<file path="config.mk">
export PLATFORM = sky130hd
export DESIGN_NAME = alu4_operand_sequencer
export DESIGN_NICKNAME = d
export VERILOG_FILES = /design/src/rtl/alu4_operand_sequencer_pkg.sv /design/src/rtl/alu4_settle_timer.sv /design/src/rtl/alu4_operand_sequencer.sv
export SDC_FILE = /design/constraint.sdc
export NUM_CORES = 1
export LEC_CHECK = 0
export CORE_MARGIN = 4
export CORE_UTILIZATION = 42
export CTS_CLUSTER_SIZE = 30
export DETAILED_ROUTE_END_ITERATION = 8
export GPL_TIMING_DRIVEN = 0
export PLACE_DENSITY = 0.85
export SLEW_MARGIN = 20
export SYNTH_ARGS = -nofsm -noshare
export SYNTH_HDL_FRONTEND = slang
export SYNTH_HIERARCHICAL = 1
export SYNTH_SLANG_ARGS = --single-unit
</file>
<file path="constraint.sdc">
create_clock -name clk -period 1.7 [get_ports clk]
set_input_delay 0.255 -clock clk [delete_from_list [all_inputs] [get_ports clk]]
set_output_delay 0.255 -clock clk [all_outputs]
set_load 0.03 [all_outputs]
</file>
<file path="src/rtl/alu4_operand_sequencer_pkg.sv">
// Shared definitions for the 4-bit ALU operand sequencer: FSM states,
// ALU opcode encodings and the bit positions of the captured flag vector.
package alu4_operand_sequencer_pkg;

  typedef enum logic [2:0] {
    S_OP     = 3'd0,
    S_A      = 3'd1,
    S_B      = 3'd2,
    S_EXEC   = 3'd3,
    S_RESULT = 3'd4
  } seq_state_e;

  localparam logic [3:0] OP_LSL   = 4'd0;
  localparam logic [3:0] OP_LSR   = 4'd1;
  localparam logic [3:0] OP_ASR   = 4'd2;
  localparam logic [3:0] OP_ROR   = 4'd3;
  localparam logic [3:0] OP_ADD   = 4'd4;
  localparam logic [3:0] OP_INC   = 4'd5;
  localparam logic [3:0] OP_SUB   = 4'd6;
  localparam logic [3:0] OP_DEC   = 4'd7;
  localparam logic [3:0] OP_AND   = 4'd8;
  localparam logic [3:0] OP_XOR   = 4'd9;
  localparam logic [3:0] OP_OR    = 4'd10;
  localparam logic [3:0] OP_NOT   = 4'd11;
  localparam logic [3:0] OP_NEG   = 4'd12;
  localparam logic [3:0] OP_PASSA = 4'd13;
  localparam logic [3:0] OP_EQ    = 4'd14;
  localparam logic [3:0] OP_SLT   = 4'd15;

  // Positions inside the 3-bit {V,C,Z} flag vector.
  localparam int FLAG_Z = 0;
  localparam int FLAG_C = 1;
  localparam int FLAG_V = 2;

  // Settle counter width; enough for the 1..15 cycle settle range.
  localparam int SETTLE_W = 4;

  // Pull the {V,C} pair out of a captured flag vector for the sticky register.
  function automatic logic [1:0] flags_to_cv(input logic [2:0] flags);
    return {flags[FLAG_V], flags[FLAG_C]};
  endfunction

endpackage

</file>
<file path="src/rtl/alu4_settle_timer.sv">
// Down-counter that holds the ALU operands for a fixed number of cycles.
// Loaded once per transaction; counts down while enabled and parks at zero.
module alu4_settle_timer
  import alu4_operand_sequencer_pkg::*;
#(
  parameter int W = SETTLE_W
) (
  input  logic         clk,
  input  logic         rst,
  input  logic         load_i,
  input  logic [W-1:0] load_val_i,
  input  logic         dec_i,
  output logic         zero_o
);

  logic [W-1:0] cnt_q;
  logic [W-1:0] cnt_d;

  // Next count: a load wins over a decrement, and the count never wraps below zero.
  always_comb begin
    cnt_d = cnt_q;
    if (load_i) begin
      cnt_d = load_val_i;
    end else if (dec_i && (cnt_q != '0)) begin
      cnt_d = cnt_q - W'(1);
    end
  end

  // Count register with synchronous reset.
  always_ff @(posedge clk) begin
    if (rst) begin
      cnt_q <= '0;
    end else begin
      cnt_q <= cnt_d;
    end
  end

  assign zero_o = (cnt_q == '0);

endmodule

</file>
<file path="src/rtl/alu4_operand_sequencer.sv">
// Wrapper stage around the external combinational 4-bit ALU. Gathers
// opcode/A/B nibbles over a valid/ready input, holds them stable on the
// ALU for ALU_SETTLE cycles, captures result and flags, and offers them on
// a valid/ready output. Also keeps sticky {V,C} and a completed-op counter.
module alu4_operand_sequencer
  import alu4_operand_sequencer_pkg::*;
#(
  parameter int ALU_SETTLE = 1,
  parameter int CNT_W      = 8
) (
  input  logic             clk,
  input  logic             rst,
  input  logic [3:0]       in_data,
  input  logic             in_valid,
  output logic             in_ready,
  input  logic             abort,
  output logic [3:0]       alu_opcode,
  output logic [3:0]       alu_a,
  output logic [3:0]       alu_b,
  input  logic [3:0]       alu_out,
  input  logic             alu_z,
  input  logic             alu_c,
  input  logic             alu_v,
  output logic [3:0]       res_data,
  output logic [2:0]       res_flags,
  output logic             res_valid,
  input  logic             res_ready,
  output logic [1:0]       sticky_cv,
  input  logic             clr_sticky,
  output logic [CNT_W-1:0] op_count
);

  // The timer counts down to zero, so a settle of N cycles loads N-1.
  localparam logic [SETTLE_W-1:0] SETTLE_LOAD = SETTLE_W'(ALU_SETTLE - 1);

  seq_state_e       state_q;
  logic             in_ready_q;
  logic             res_valid_q;
  logic [3:0]       alu_opcode_q;
  logic [3:0]       alu_a_q;
  logic [3:0]       alu_b_q;
  logic [3:0]       res_data_q;
  logic [2:0]       res_flags_q;
  logic [1:0]       sticky_q;
  logic [1:0]       sticky_d;
  logic [CNT_W-1:0] op_count_q;
  logic [CNT_W-1:0] op_count_d;

  logic in_fire;
  logic res_fire;
  logic settle_load;
  logic settle_dec;
  logic settle_zero;

  // Abort suppresses both handshakes so a dropped transaction leaves no trace.
  assign in_fire     = in_valid & in_ready_q & ~abort;
  assign res_fire    = res_valid_q & res_ready & ~abort;
  assign settle_load = in_fire & (state_q == S_B);
  assign settle_dec  = (state_q == S_EXEC);

  alu4_settle_timer #(
    .W(SETTLE_W)
  ) u_settle_timer (
    .clk       (clk),
    .rst       (rst),
    .load_i    (settle_load),
    .load_val_i(SETTLE_LOAD),
    .dec_i     (settle_dec),
    .zero_o    (settle_zero)
  );

  // Counter and sticky flags only move on a real result handshake; clearing the sticky flags beats a coincident update.
  always_comb begin
    op_count_d = op_count_q;
    sticky_d   = sticky_q;
    if (res_fire) begin
      op_count_d = op_count_q + CNT_W'(1);
      sticky_d   = sticky_q | flags_to_cv(res_flags_q);
    end
    if (clr_sticky) begin
      sticky_d = '0;
    end
  end

  // Sequencer FSM with all outputs registered; in_ready is set alongside each state transition.
  always_ff @(posedge clk) begin
    if (rst) begin
      state_q      <= S_OP;
      in_ready_q   <= 1'b1;
      res_valid_q  <= 1'b0;
      alu_opcode_q <= '0;
      alu_a_q      <= '0;
      alu_b_q      <= '0;
      res_data_q   <= '0;
      res_flags_q  <= '0;
      sticky_q     <= '0;
      op_count_q   <= '0;
    end else begin
      sticky_q   <= sticky_d;
      op_count_q <= op_count_d;
      if (abort) begin
        state_q     <= S_OP;
        in_ready_q  <= 1'b1;
        res_valid_q <= 1'b0;
      end else begin
        case (state_q)
          S_OP: begin
            if (in_fire) begin
              alu_opcode_q <= in_data;
              state_q      <= S_A;
            end
          end
          S_A: begin
            if (in_fire) begin
              alu_a_q <= in_data;
              state_q <= S_B;
            end
          end
          S_B: begin
            if (in_fire) begin
              alu_b_q    <= in_data;
              state_q    <= S_EXEC;
              in_ready_q <= 1'b0;
            end
          end
          S_EXEC: begin
            if (settle_zero) begin
              res_data_q  <= alu_out;
              res_flags_q <= {alu_v, alu_c, alu_z};
              res_valid_q <= 1'b1;
              state_q     <= S_RESULT;
            end
          end
          S_RESULT: begin
            if (res_fire) begin
              res_valid_q <= 1'b0;
              in_ready_q  <= 1'b1;
              state_q     <= S_OP;
            end
          end
          default: begin
            state_q     <= S_OP;
            in_ready_q  <= 1'b1;
            res_valid_q <= 1'b0;
          end
        endcase
      end
    end
  end

  assign in_ready   = in_ready_q;
  assign res_valid  = res_valid_q;
  assign alu_opcode = alu_opcode_q;
  assign alu_a      = alu_a_q;
  assign alu_b      = alu_b_q;
  assign res_data   = res_data_q;
  assign res_flags  = res_flags_q;
  assign sticky_cv  = sticky_q;
  assign op_count   = op_count_q;

endmodule

</file>
== Word level (Yosys, flattened, before mapping) ==
Index checks and enable logic that the tools add are counted.
Operators by class
  equality and inequality tests: 9
  bitwise gates (word level): 9
  add/subtract/negate cells: 2
  reductions and logical operators: 16
  mux-type cells: 12
Operator list (number)
  $reduce_and 3->1: 6
  $mux 3: 5
  $pmux 3 s5: 1
  $ne 2x2->1 const B: 5
  $add 8x1->8 const B: 1
  $eq 3x2->1 const B: 2
  $pmux 1 s3: 2
  $reduce_or 2->1: 3
  $reduce_or 3->1: 2
  $and 1x1->1: 5
  $reduce_and 5->1: 1
  $logic_not 4->1: 1
  $mux 1: 4
  $reduce_bool 4->1: 1
  $sub 4x1->4 const B: 1
  $eq 3x1->1 const B: 1
  $eq 3x3->1 const B: 1
  $logic_not 3->1: 1
  $not 1->1: 3
  $or 2x2->2: 1
  $logic_and 1x1->1: 1
Storage, ports and cells
  output and inout port bits: 31
  register bits: 38
  input port bits: 17
  logic and storage cells: 59

== Longest topological paths before layout ==
Gate-level depths: netlist of the first run.
  word-level depth: 4
  depth in mapped cells: 8
  depth with buffers taken out: 7

== Hierarchy ==
The synthesis of the first run kept the hierarchy.
By module, submodules not included
  alu4_operand_sequencer: area an instance 1437.6 um^2, cells each 167, sequential area each 680.7 um^2, times used 1
  alu4_settle_timer: area an instance 262.8 um^2, cells each 29, sequential area each 80.1 um^2, times used 1

== Least setup slack after synthesis of the first run ==
Ideal clock, no wire load.
  kind: reg2reg
  from: reg in_ready_q (netlist: in_ready)
  to: reg u_settle_timer.cnt_q[1]
  arrival time: 1652 ps
  data required time: 1578 ps
  slack: -74 ps
  cell stages (with the launch flop): 6
  setup time: 122 ps
  path buffers: 1
  clock period less this slack: 1774 ps
  cell sequence: dfxtp_1 nand4bb_1 clkbuf_1 nor2_1 nor3_1 a311o_1
On the way
  cells in the longest elaborated chain, start to end: 4
Ends and longest elaborated chain
  start, declared: RTL line alu4_operand_sequencer.sv:37  | logic in_ready_q;
  start signal, assigned: RTL line alu4_operand_sequencer.sv:89  | in_ready_q <= 1'b1;
  start signal, assigned: RTL line alu4_operand_sequencer.sv:103  | in_ready_q <= 1'b1;
  start signal, assigned: RTL line alu4_operand_sequencer.sv:123  | in_ready_q <= 1'b0;
  $and 1x1->1 (2 in series): RTL line alu4_operand_sequencer.sv:56  | assign in_fire = in_valid & in_ready_q & ~abort;
  $and 1x1->1: RTL line alu4_operand_sequencer.sv:58  | assign settle_load = in_fire & (state_q == S_B);
  named net settle_load: RTL line alu4_operand_sequencer.sv:51  | logic settle_load;
  $reduce_or 2->1 (no source line)
  end signal, assigned: RTL line alu4_settle_timer.sv:34  | cnt_q <= cnt_d;
  end, declared: RTL line alu4_settle_timer.sv:16  | logic [W-1:0] cnt_q;
The timed path passes the listed nets, and every way through them passes these cells.
A chain may end at the register's enable or synchronous reset.

== Worst setup path in the final report of the first run ==
  from: reg in_ready_q (netlist: in_ready)
  to: out in_ready
RTL lines
  end, declared: RTL line alu4_operand_sequencer.sv:15  | output logic in_ready,
No word-level cell between the ends.

==> flow_metrics.env, run 1 <==
export IMPL_path_cells="clkdlybuf4s50_1"
export IMPL_portBuffers=47
export IMPL_path_buf_inv=1
export IMPL_route_detailed_drc=0
export IMPL_placed_cells=294
export IMPL_drt_total_wl_mm=4.09
export IMPL_die_h_um=71.6
export IMPL_num_io_pins=48
export IMPL_multiInputGateArea_um2=925
export IMPL_antenna_found_initial=0
export IMPL_min_from="alu_b[1]"
export IMPL_p_sw_mw=0.391
export IMPL_maxCapViolCount=0
export IMPL_path_class="flop to output pin"
export IMPL_initial_core_util_pct=44.8
export IMPL_arrival_ns=1.37
export IMPL_min_to="alu_b[1]"
export IMPL_drtPass1Iterations=4
export IMPL_cp_top_family="buffers and inverters"
export IMPL_gr_usage_all_layers_pct=15.7
export IMPL_cts_tree="yes"
export IMPL_synth_seq_cells=38
export IMPL_cp_max_fo=5
export IMPL_yosys_top_cells_area="dfxtp_1 45%, a21oi_1 8.2%, nand3_1 6.5%"
export IMPL_syn_avg_cell_area_um2=8.68
export IMPL_cellPowerDensity_mw_per_mm2=791
export IMPL_grt_overflow_total=0
export IMPL_crit_slowest_cell="clkdlybuf4s50_1"
export IMPL_drv_slew=0
export IMPL_finalCriticalPeriod_ns=1.63
export IMPL_hold_path_depth=2
export IMPL_yosysSeqAreaShare_pct=44.7
export IMPL_nets=279
export IMPL_grt_pass1_vias=1453
export IMPL_hold_viol_final=0
export IMPL_setup_viol=0
export IMPL_fill_cells=339
export IMPL_hold_class="flop to flop"
export IMPL_clock_path_buffers=2
export IMPL_synth_cell_type_count=47
export IMPL_core_area_mm2=0.00380
export IMPL_synthArstFlopShare_pct=0
export IMPL_p_clk_share_pct=47.6
export IMPL_reg2reg_depth=8
export IMPL_synth_top_area_share_pct=44.7
export IMPL_swShare_pct=19.8
export IMPL_drtAntennaViolNets=0
export IMPL_die_x_um=71.6
export IMPL_drive_gt1_share_pct=14.9
export IMPL_power_mw=1.98
export IMPL_ir_drop_mv=0.615
export IMPL_dp_slack_ns=-0.606
export IMPL_synthCells=196
export IMPL_max_freq_mhz=614
export IMPL_ff2ff_setup_slack_ns=0.08
export IMPL_cts_root_buf="clkbuf_8"
export IMPL_drt_iter0_drc=120
export IMPL_synth_edf_count=0
export IMPL_clock_skew_ns=0.0108
export IMPL_rows=22
export IMPL_startpoint_type="flop"
export IMPL_timing_hold_ws_ns=0.479
export IMPL_p_seq_share_pct=45.5
export IMPL_regArea_um2=764
export IMPL_status="complete, no violations"
export IMPL_path_clk_slew_ns=0.07
export IMPL_layoutNonFillerInstCount=309
export IMPL_cts_hold_buffers_added=0
export IMPL_p_int_mw=1.59
export IMPL_gp_congestion=0.814
export IMPL_fin_crit_sh_pct=95.8
export IMPL_ys_warn_count=6
export IMPL_critical_path_max_stage_delay_ns=0.69
export IMPL_syn2layout_area_growth_pct=46.9
export IMPL_yosysTopAreaCell="dfxtp_1"
export IMPL_dr_total_vias=1647
export IMPL_pwr_share_comb_pct=6.9
export IMPL_clock_latency_ns=0.29
export IMPL_die_area_mm2=0.00513
export IMPL_p_leak_nw=0.931
export IMPL_grt_pass1_wl_mm=6.49
export IMPL_grt_max_degree=13
export IMPL_cts_buffers_inserted=5
export IMPL_cts_sinks=38
export IMPL_synth_common_cells="38 x dfxtp_1, 28 x a21oi_1, 22 x nand3_1"
export IMPL_synth_most_common_cell="dfxtp_1"
export IMPL_dp_hpwl_mm=2.95
export IMPL_viasPerCell=5.33
export IMPL_antenna_cells=0
export IMPL_rr_endpoint="res_flags[1]"
export IMPL_end_kind="output pin"
export IMPL_htree_levels=2
export IMPL_utilization_pct=65.8
export IMPL_wire_per_inst_um=13.2
export IMPL_synth_main_ff_cell="dfxtp_1"
export IMPL_setup_slack_ns=0.0708
export IMPL_r2r_start="u_settle_timer/cnt_q[0]"
export IMPL_worst_ep_required_time_ns=1.44
export IMPL_syn_area_mm2=0.00170
[layout by cell type (no fill, tap or decap), drive strengths merged, types with 3 or more instances in the layout]
master,synthesis,routed
clkdlybuf4s50,0,41
dfxtp,38,38
a21oi,28,28
o21ai,23,23
nand3,22,22
clkbuf,5,12
buf,5,11
nand2,10,10
nor2,10,10
inv,5,5
nor3,4,4
dlymetal6s2s,0,4
conb,1,4
nand4b,3,3
or3,3,3
a211oi,3,3
or2,3,3
[metal layers]
layer,routed length (um),global-route usage [%],vias up
li1,-,-,844
met1,1850,19.5,739
met2,1880,25.6,60
met3,322,6.17,4
met4,40,3.76,0
met5,0,0,-
[cells by family after synthesis]
group / synth area share (%)
mux: 0.589
xor+xnor: 1.03
simple gates: 25.8
other cells: 0.221
flops: 44.7
fa+ha+maj: 1.47
buf+inv: 3.75
compound gates: 22.4
[power groups by stage]
stage	clock network, mW	logic (mW)	registers (mW)
floorplan	0	0.0498	0.930
global placement	0	0.130	0.920
detailed placement	0	0.131	0.920
CTS	0.955	0.134	0.899
global route	0.987	0.149	0.900
finish	0.941	0.137	0.899
[worst max path at each step]
stage	to	from	depth (start not counted)
after floorplan	res_valid	u_settle_timer/cnt_q[0]	8
after global placement	u_settle_timer/cnt_q[1]	abort	6
after detailed placement	u_settle_timer/cnt_q[1]	abort	6
after CTS	u_settle_timer/cnt_q[1]	abort	6
after global routing	res_valid	u_settle_timer/cnt_q[0]	8
final	in_ready	in_ready	1
[sequential cells by signal (all words and copies together) (netlist names)]
register	count
alu_a	4
alu_b	4
alu_opcode	4
in_ready	1
op_count	8
res_data	4
res_flags	3
res_valid	1
state_q	3
sticky_cv	2
u_settle_timer/cnt_q	4
[area by class of cell]
cell class / count / area share [%]
flip-flops and latches: 38 / 30.6
clock inverters: 2 / 2.40
well taps: 48 / 2.40
repair buffers: 54 / 21.2
plain buffers: 10 / 2.30
multi-input cells: 146 / 37.0
clock buffers: 6 / 3.30
inverters: 5 / 0.751
[through the flow]
step / TNS, ns / cell area [um^2]
after floorplan: 0 / 1720
after global placement: -7.10 / 2250
after detailed placement: -7.80 / 2250
after CTS: -0.0447 / 2430
after global routing: -0.0407 / 2500
final: 0 / 2500
[repair_timing]
item                                    4_1_cts  5_1_grt
endpoints found under the setup margin       24       25
setup buffers                                 3        4
pin swaps                                     1        2
gates resized for setup                      10       13
Note: power is estimated with default switching activity, not from simulation.
==> inputs of run 2 (changes only) <==
--- a/config.mk
+++ b/config.mk
@@ -9,6 +9,7 @@
 export CORE_UTILIZATION = 42
 export CTS_CLUSTER_SIZE = 30
 export DETAILED_ROUTE_END_ITERATION = 8
+export GPL_ROUTABILITY_DRIVEN = 0
 export GPL_TIMING_DRIVEN = 0
 export PLACE_DENSITY = 0.85
 export SLEW_MARGIN = 20
==> constraint.sdc (replaced) <==
create_clock -name clk -period 1.4 [get_ports clk]
set_input_delay 0.21 -clock clk [delete_from_list [all_inputs] [get_ports clk]]
set_output_delay 0.21 -clock clk [all_outputs]
set_load 0.01 [all_outputs]
==> run 2 against run 1 <==
The flow now finishes with violations (setup timing). Setup slack got worse by 0.44 ns. Highest routed layer unchanged. Global-route usage rose by 2.0 points. Die area unchanged.
==> flow_metrics.env, run 2 (same netlist as run 1, synthesis figures left out) <==
export IMPL_cts_root_buf="clkbuf_8"
export IMPL_r2r_start="u_settle_timer/cnt_q[0]"
export IMPL_reg2reg_depth=8
export IMPL_hold_viol_final=0
export IMPL_max_slew_worst_pin_slew_ns=0.541
export IMPL_portBuffers=47
export IMPL_clock_path_buffers=2
export IMPL_cts_sinks=38
export IMPL_cp_max_fo=8
export IMPL_maxCapViolCount=0
export IMPL_final_cell_mix="27 x buf_4, 25 x dfxtp_1, 20 x a21oi_1, 20 x dlymetal6s2s_1, 17 x nand3_1"
export IMPL_status="complete, but fails checks"
export IMPL_p_clk_share_pct=37.9
export IMPL_grt_max_degree=12
export IMPL_clock_latency_ns=0.29
export IMPL_antenna_cells=0
export IMPL_swShare_pct=23.2
export IMPL_p_leak_nw=1.37
export IMPL_dp_hpwl_mm=2.94
export IMPL_drtPass1Iterations=4
export IMPL_place_area_mm2=0.00227
export IMPL_relSlewSlack_pct=63.9
export IMPL_ff2ff_setup_slack_ns=-0.37
export IMPL_initial_core_util_pct=44.8
export IMPL_dr_total_vias=1787
export IMPL_tns_ns=-2.74
export IMPL_path_class="flop to flop"
export IMPL_antenna_found_initial=0
export IMPL_cts_hold_buffers_added=0
export IMPL_layoutNonFillerInstCount=332
export IMPL_nets=302
export IMPL_path_clk_slew_ns=0.08
export IMPL_die_x_um=71.6
export IMPL_grt_pass1_wl_mm=7.31
export IMPL_clock_skew_ns=0.00884
export IMPL_regArea_um2=779
export IMPL_hold_class="input port to flop"
export IMPL_fin_crit_sh_pct=126
export IMPL_setup_slack_ns=-0.368
export IMPL_placed_cells=294
export IMPL_drv_slew=0
export IMPL_syn2layout_area_growth_pct=64.5
export IMPL_rsz0062_at_grt="true"
export IMPL_cts_tree="yes"
export IMPL_dp_slack_ns=-0.607
export IMPL_utilization_pct=73.6
export IMPL_htree_levels=2
export IMPL_arrival_ns=1.94
export IMPL_fill_cells=281
export IMPL_hold_path_depth=2
export IMPL_viasPerCell=5.38
export IMPL_min_to="u_settle_timer/cnt_q[0]"
export IMPL_drt_total_wl_mm=4.88
export IMPL_violations="setup timing"
export IMPL_route_detailed_drc=0
export IMPL_wire_per_inst_um=14.7
export IMPL_p_int_mw=1.57
export IMPL_die_area_mm2=0.00513
export IMPL_ir_drop_mv=0.460
export IMPL_multiInputGateArea_mm2=0.00101
export IMPL_largest_register_ffs=8
export IMPL_power_mw=2.05
export IMPL_grt_overflow_total=0
export IMPL_drt_iter0_drc=146
export IMPL_layout_commonest_cell="buf_4"
export IMPL_gr_usage_all_layers_pct=17.7
export IMPL_finalCriticalPeriod_ns=1.77
export IMPL_pwr_share_comb_pct=9.0
export IMPL_max_freq_mhz=565
export IMPL_rows=22
export IMPL_core_area_mm2=0.00380
export IMPL_drive_gt1_share_pct=32.7
export IMPL_startpoint_type="flop"
export IMPL_setup_viol=13
export IMPL_p_seq_share_pct=53.1
export IMPL_worst_ep_required_time_ns=1.57
export IMPL_die_h_um=71.6
export IMPL_fin_area_mm2=0.00280
export IMPL_cts_buffers_inserted=5
export IMPL_p_sw_mw=0.476
export IMPL_num_io_pins=48
export IMPL_drtAntennaViolNets=0
export IMPL_rr_endpoint="res_data[3]"
export IMPL_cellPowerDensity_mw_per_mm2=733
export IMPL_min_from="rst"
export IMPL_timing_hold_ws_ns=0.351
export IMPL_end_kind="flop"
export IMPL_grt_pass1_vias=1542
==> run 2: changes by cell type in the layout (fill, tap and decap cells not counted), sizes merged <==
cell           previous run  this run
dlygate4sd2               2        12
bufinv                    2         0
clkbuf                   12        10
clkdlybuf4s50            41        15
clkinv                    0         1
dlymetal6s2s              4        20
buf                      11        37
==> run 2: worst max-delay path by stage <==
| stage | start | endpoint | slack (ns) | cells past startpoint |
|---|---|---|---|---|
| detailed placement | abort | u_settle_timer/cnt_q[1] | -0.61 | 6 |
| global placement | abort | u_settle_timer/cnt_q[1] | -0.58 | 6 |
| floorplan | u_settle_timer/cnt_q[1] | res_data[0] | -0.21 | 7 |
| global route | u_settle_timer/cnt_q[0] | res_data[3] | -0.44 | 8 |
| CTS | u_settle_timer/cnt_q[1] | res_data[3] | -0.18 | 8 |
| finish | u_settle_timer/cnt_q[0] | res_data[3] | -0.37 | 8 |
==> run 2: final cells by class <==
type                    instances  share of cell area, %
plain buffers                   9                   2.77
clock buffers                   7                   3.09
clock inverters                 1                  0.179
inverters                       5                  0.850
multi-input cells             146                   36.2
flip-flops and latches         38                   27.9
well taps                      48                   2.15
repair buffers                 78                   26.9
==> run 2: power by group through the flow <==
stage | combinational (mW) | sequential (mW) | clock (mW)
final | 0.184 | 1.09 | 0.777
after global routing | 0.197 | 1.09 | 0.842
after global placement | 0.150 | 1.12 | 0
after CTS | 0.158 | 1.09 | 0.793
after floorplan | 0.0627 | 1.12 | 0
after detailed placement | 0.151 | 1.12 | 0
==> run 2: critical path, stage by stage (launching register included) <==
cell and delay [ns]:
dfxtp_2 0.33, inv_2 0.08, ha_4 0.13, or3b_4 0.40, inv_4 0.07, nand4b_1 0.11
buf_6 0.17, o21ai_0 0.22, a21oi_1 0.13
==> run 2: metal layers <==
metal	global-route usage [%]	vias up	wire length (um)
li1	-	893	-
met1	23.5	822	2090
met2	27.7	64	2380
met3	5.19	8	337
met4	5.64	0	75
met5	0	-	0
==> run 2: repair_timing <==
action	CTS	global route
cloned	0	1
buffers inserted	13	17
setup endpoints to repair	40	50
resized for setup	44	48
pin swaps	7	14
